File: config.mk
export PLATFORM = sky130hd
export DESIGN_NAME = vsad_accum_seq
export DESIGN_NICKNAME = d
export VERILOG_FILES = /design/src/rtl/vsad_accum_seq.sv
export SDC_FILE = /design/constraint.sdc
export NUM_CORES = 2
export LEC_CHECK = 0
export CORE_AREA = 3 3 462 464
export DETAILED_ROUTE_END_ITERATION = 7
export DIE_AREA = 0 0 465 467
export PLACE_DENSITY = 0.49
export SETUP_SLACK_MARGIN = 0.2
export SYNTH_ARGS = -nofsm -noshare
export SYNTH_HDL_FRONTEND = slang
export SYNTH_SLANG_ARGS = --single-unit
export TNS_END_PERCENT = 30
File: constraint.sdc
create_clock -name clk -period 3.7 [get_ports clk]
set_input_delay 0.555 -clock clk [delete_from_list [all_inputs] [get_ports clk]]
set_output_delay 0.555 -clock clk [all_outputs]
set_load 0.1 [all_outputs]
File: src/rtl/vsad_accum_seq.sv
// Sequencer around one vector_scale_add unit: accumulates sum(w_i * X_i) over
// N_POINTS vectors in Q32.32 and emits the mean requantised to Q16.16.
module vsad_accum_seq #(
    parameter int unsigned LENGTH       = 5,
    parameter int unsigned N_POINTS     = 11,
    parameter int unsigned VSAD_LATENCY = 6
) (
    input  logic                     clk,
    input  logic                     sclr,
    input  logic                     ce,
    input  logic                     start,
    input  logic                     pt_valid,
    output logic                     pt_ready,
    input  logic [31:0]              pt_w,
    input  logic [LENGTH*32-1:0]     pt_X,
    output logic [31:0]              vsad_w,
    output logic [LENGTH*32-1:0]     vsad_X,
    output logic [LENGTH*64-1:0]     vsad_Y,
    input  logic [LENGTH*64-1:0]     vsad_P,
    output logic [LENGTH*32-1:0]     mean,
    output logic                     mean_valid,
    output logic                     busy
);

    localparam int unsigned DW     = 32;
    localparam int unsigned AW     = 64;
    localparam int unsigned CNT_W  = (N_POINTS > 1) ? $clog2(N_POINTS + 1) : 1;
    localparam int unsigned WAIT_W = (VSAD_LATENCY > 1) ? $clog2(VSAD_LATENCY + 1) : 1;

    typedef enum logic [1:0] {
        S_IDLE  = 2'd0,
        S_ISSUE = 2'd1,
        S_WAIT  = 2'd2,
        S_DONE  = 2'd3
    } state_t;

    state_t                  r_state;
    state_t                  w_state_nxt;
    logic                    w_clear;
    logic                    w_accept;
    logic                    w_capture;
    logic                    w_done;

    logic [LENGTH*AW-1:0]    r_acc;
    logic [CNT_W-1:0]        r_pt_cnt;
    logic [WAIT_W-1:0]       r_wait_cnt;
    logic [DW-1:0]           r_vsad_w;
    logic [LENGTH*DW-1:0]    r_vsad_x;
    logic [LENGTH*AW-1:0]    r_vsad_y;
    logic [LENGTH*DW-1:0]    r_mean;
    logic                    r_mean_valid;
    logic [LENGTH*DW-1:0]    w_mean_q;

    // State register
    always_ff @(posedge clk) begin
        if (sclr) begin
            r_state <= S_IDLE;
        end else if (ce) begin
            r_state <= w_state_nxt;
        end
    end

    // Next-state and control strobes
    always_comb begin
        w_state_nxt = r_state;
        w_clear     = 1'b0;
        w_accept    = 1'b0;
        w_capture   = 1'b0;
        w_done      = 1'b0;
        case (r_state)
            S_IDLE: begin
                if (start) begin
                    w_clear     = 1'b1;
                    w_state_nxt = S_ISSUE;
                end
            end
            S_ISSUE: begin
                if (pt_valid) begin
                    w_accept    = 1'b1;
                    w_state_nxt = S_WAIT;
                end
            end
            S_WAIT: begin
                if (r_wait_cnt == '0) begin
                    w_capture   = 1'b1;
                    w_state_nxt = (r_pt_cnt == CNT_W'(N_POINTS - 1)) ? S_DONE : S_ISSUE;
                end
            end
            S_DONE: begin
                w_done      = 1'b1;
                w_state_nxt = S_IDLE;
            end
            default: w_state_nxt = S_IDLE;
        endcase
    end

    // Datapath: issue registers, wait countdown, accumulator capture, mean output
    always_ff @(posedge clk) begin
        if (sclr) begin
            r_acc        <= '0;
            r_pt_cnt     <= '0;
            r_wait_cnt   <= '0;
            r_vsad_w     <= '0;
            r_vsad_x     <= '0;
            r_vsad_y     <= '0;
            r_mean       <= '0;
            r_mean_valid <= 1'b0;
        end else if (ce) begin
            if (w_clear) begin
                r_acc    <= '0;
                r_pt_cnt <= '0;
            end
            if (w_accept) begin
                r_vsad_w   <= pt_w;
                r_vsad_x   <= pt_X;
                r_vsad_y   <= r_acc;
                r_wait_cnt <= WAIT_W'(VSAD_LATENCY);
            end else if ((r_state == S_WAIT) && (r_wait_cnt != '0)) begin
                r_wait_cnt <= r_wait_cnt - WAIT_W'(1);
            end
            if (w_capture) begin
                r_acc    <= vsad_P;
                r_pt_cnt <= r_pt_cnt + CNT_W'(1);
            end
            r_mean_valid <= w_done;
            if (w_done) begin
                r_mean <= w_mean_q;
            end
        end
    end

    // Q32.32 -> Q16.16 per lane: round half up, saturate instead of wrapping
    for (genvar k = 0; k < int'(LENGTH); k++) begin : g_lane
        logic [16:0] w_hi;
        logic [32:0] w_sum;
        logic        w_hi_eq;
        logic [31:0] w_q;

        assign w_hi    = r_acc[AW*k+47 +: 17];
        assign w_hi_eq = (&w_hi) | ~(|w_hi);
        assign w_sum   = {r_acc[AW*k+47], r_acc[AW*k+16 +: 32]} + 33'(r_acc[AW*k+15]);

        always_comb begin
            w_q = w_sum[31:0];
            if (!w_hi_eq) begin
                w_q = r_acc[AW*k+63] ? 32'h8000_0000 : 32'h7FFF_FFFF;
            end else if (w_sum[32] != w_sum[31]) begin
                w_q = 32'h7FFF_FFFF;
            end
        end

        assign w_mean_q[DW*k +: DW] = w_q;
    end

    assign pt_ready   = ce && (r_state == S_ISSUE);
    assign busy       = (r_state != S_IDLE);
    assign vsad_w     = r_vsad_w;
    assign vsad_X     = r_vsad_x;
    assign vsad_Y     = r_vsad_y;
    assign mean       = r_mean;
    assign mean_valid = r_mean_valid;

endmodule

==> results.sh <==
export IMPL_cts_root_buffer="clkbuf_16"
export IMPL_power_leakage_nw=19.1
export IMPL_viasPerCell=4.48
export IMPL_crit_path_end="mean[140]"
export IMPL_place_area_um2=53300
export IMPL_synth_fa_ha_area_share_pct=0.623
export IMPL_ctsLongestPathBuffers=3
export IMPL_drive_gt1_share_pct=8.26
export IMPL_layout_cells_most_common="nand2_1"
export IMPL_synth_compound_area_share_pct=19.7
export IMPL_routed_via_count=38500
export IMPL_rsz0062_at_grt="yes"
export IMPL_numPortBuffers=1191
export IMPL_grt_max_degree=126
export IMPL_track_usage_pct=17.5
export IMPL_r2r_start="r_acc[272]"
export IMPL_synth_area_leaders="dfxtp_1 (53%), nand2_1 (11%), a21oi_1 (8.5%), a22oi_1 (6.5%), nor2_1 (3.9%)"
export IMPL_first_iter_violations=2742
export IMPL_ys_async_sr_fraction_pct=0
export IMPL_synthDistinctLibCells=58
export IMPL_status="finished clean"
export IMPL_clk_latency_ps=760
export IMPL_ys_flop_type="dfxtp_1"
export IMPL_rows=168
export IMPL_die_h_um=467
export IMPL_crit_path_max_fanout=22
export IMPL_syn_inst=4634
export IMPL_finalHoldViolCount=0
export IMPL_final_cell_area_um2=57400
export IMPL_dieArea_um2=217000
export IMPL_r2r_end="mean[140]"
export IMPL_startpoint="r_acc[272]"
export IMPL_cts_buffers=117
export IMPL_hold_buffers=0
export IMPL_power_density_nw_per_um2=431
export IMPL_finalCoreUtilization_pct=27.4
export IMPL_slew_viol_final=0
export IMPL_grt_pass1_wl_mm=280
export IMPL_cts_max_level=3
export IMPL_wl_per_cell_um=23.4
export IMPL_ant_nets=0
export IMPL_layout_common_cells="nand2_1 (1,155), clkdlybuf4s50_1 (1,068), dfxtp_1 (1,002), a21oi_1 (650), nor2_1 (391)"
export IMPL_critPathRequiredTime_ps=4330
export IMPL_critPathKind="reg2reg"
export IMPL_final_nets=6233
export IMPL_synthToLayoutAreaGrowth_pct=50.5
export IMPL_drc=0
export IMPL_syn_area_per_cell_um2=8.23
export IMPL_first_global_vias=37100
export IMPL_max_slew_margin_pct=21.2
export IMPL_fmax_mhz=299
export IMPL_synth_top_area_cell="dfxtp_1"
export IMPL_synth_mux_area_fraction_pct=0
export IMPL_fp_dieW_um=465
export IMPL_cts_tree="done"
export IMPL_finClkSkew_ps=53.8
export IMPL_finalCriticalPeriod_ps=3340
export IMPL_tns_ps=0
export IMPL_dr_pass1_iters=6
export IMPL_whs_ps=204
export IMPL_synth_top_family_by_area="simple AND/OR/NAND/NOR gates"
export IMPL_synth_edf_count=0
export IMPL_core_um2=210000
export IMPL_hold_path_class="in2reg"
export IMPL_holdPathStages=2
export IMPL_r2r_slack_ps=360
export IMPL_maxCapViolCount=0
export IMPL_critical_path_arrival_ps=3980
export IMPL_detailedPlacementHpwl_mm=155
export IMPL_r2r_worst_path_cells=11
export IMPL_synth_top_area_share_pct=52.6
export IMPL_yosysWarnings=0
export IMPL_grt_ovfl_total=0
export IMPL_worst_slew_pin_slew_ps=1170
export IMPL_worstSetupStartpointType="flop"
export IMPL_antenna_found_initial=32
export IMPL_start_util_pct=18.2
export IMPL_ctsResizeCount=0
export IMPL_path_clk_slew_ps=60
export IMPL_clock_sinks=1002
export IMPL_end_kind="flop"
export IMPL_synth_simple_area_share_pct=20.2
export IMPL_peakVddDrop_mv=0.373
export IMPL_wl_mm=201
export IMPL_synth_area_um2=38200
export IMPL_syn_num_nets=5170
export IMPL_ys_seq_elements=1002
export IMPL_period_share_pct=90.4
export IMPL_post_cts_repair_setup_buffers=0
export IMPL_synthXorXnorAreaFrac_pct=2.80
export IMPL_setup_viol=0
export IMPL_top_level_ports=1192
export IMPL_ys_seq_area_share_pct=52.6
export IMPL_place_congestion=0.891
[layout make-up]
| cell class | instances | area (µm²) |
|---|---|---|
| fillers | 22600 | 152000 |
| flip-flops and latches | 1002 | 20100 |
| multi-input cells | 3223 | 16600 |
| repair buffers | 1329 | 13100 |
| clock buffers | 175 | 3520 |
| well taps | 2805 | 3510 |
| clock inverters | 37 | 559 |
| inverters | 24 | 90.1 |
| diodes | 11 | 27.5 |
[flip-flops by register name (all words and copies together) (netlist names)]
register,count
vsad_w,32
vsad_Y,320
r_wait_cnt,3
mean,160
r_pt_cnt,4
vsad_X,160
r_acc,320
mean_valid,1
r_state,2
[synth_stat cells (6+ instances only)]
| library cell | n |
|---|---|
| nand2_1 | 1155 |
| dfxtp_1 | 1002 |
| a21oi_1 | 651 |
| nor2_1 | 392 |
| clkbuf_1 | 354 |
| a22oi_1 | 331 |
| xnor2_1 | 74 |
| o21ai_0 | 69 |
| nand4_1 | 64 |
| nand3_1 | 55 |
| nor4_1 | 50 |
| a31oi_1 | 48 |
| xor2_1 | 48 |
| a211oi_1 | 45 |
| nor3_1 | 35 |
| o31a_1 | 31 |
| and3_1 | 24 |
| inv_1 | 24 |
| ha_1 | 19 |
| and4_1 | 18 |
| buf_1 | 18 |
| a221oi_1 | 14 |
| o21a_1 | 11 |
| buf_2 | 10 |
| o31ai_1 | 10 |
| a311oi_1 | 8 |
| or3_1 | 7 |
| and2_1 | 6 |
| o41ai_1 | 6 |
[stage by stage]
| stage | std cells | power, mW | setup slack (ps) |
|---|---|---|---|
| finish | 8606 | 24.8 | 357 |
| global route | 8600 | 25.6 | 170 |
| CTS | 8595 | 25.1 | 394 |
| detailed placement | 8383 | 12.8 | 380 |
| global placement | 8383 | 12.8 | 446 |
| floorplan | 4634 | 11.8 | 620 |
[layer usage]
| metal | vias up | share of wire, % | track usage (%) |
|---|---|---|---|
| met2 | 1401 | 50 | 31.1 |
| met4 | 28 | 2.6 | 4.21 |
| met5 | - | 0.094 | 0 |
| met3 | 220 | 7.9 | 5.52 |
| li1 | 18100 | - | - |
| met1 | 18800 | 40 | 20.4 |
[report_power, final]
| group | internal [mW] | leakage (nW) | switching (mW) |
|---|---|---|---|
| Clock | 7.26 | 2.00 | 4.94 |
| Combinational | 0.690 | 8.98 | 0.985 |
| Sequential | 10.9 | 8.07 | 0.0557 |
[critical path: stages (launching register included)]
cell and delay [ps]:
dfxtp_1 370, ha_1 220, ha_1 240, nand4_1 180
or4_1 620, nor3_1 260, a41oi_1 160, ha_1 430
nor3_2 220, buf_4 290, nor2b_1 190, nor3_1 50
[cells by family (layout without fill, tap and decap cells)]
kind of cell | count (synthesis) | count (layout)
AOI/OAI and AO/OA | 1239 | 1239
xor gates and xnor gates | 122 | 122
adders and majority gates | 19 | 19
buffers and inverters | 409 | 1565
DFF | 1002 | 1002
other | 0 | 11
and+or+nand+nor | 1843 | 1843
[how the worst min path moves through the flow]
| stage | to | slack, ps | start |
|---|---|---|---|
| floorplan | vsad_Y[0] | 430 | r_acc[0] |
| global placement | vsad_Y[12] | 430 | r_acc[12] |
| detailed placement | vsad_Y[73] | 440 | r_acc[73] |
| CTS | r_acc[9] | 150 | sclr |
| global route | r_acc[9] | 160 | sclr |
| finish | r_acc[9] | 200 | sclr |
Note: power is estimated with default switching activity, not from simulation.
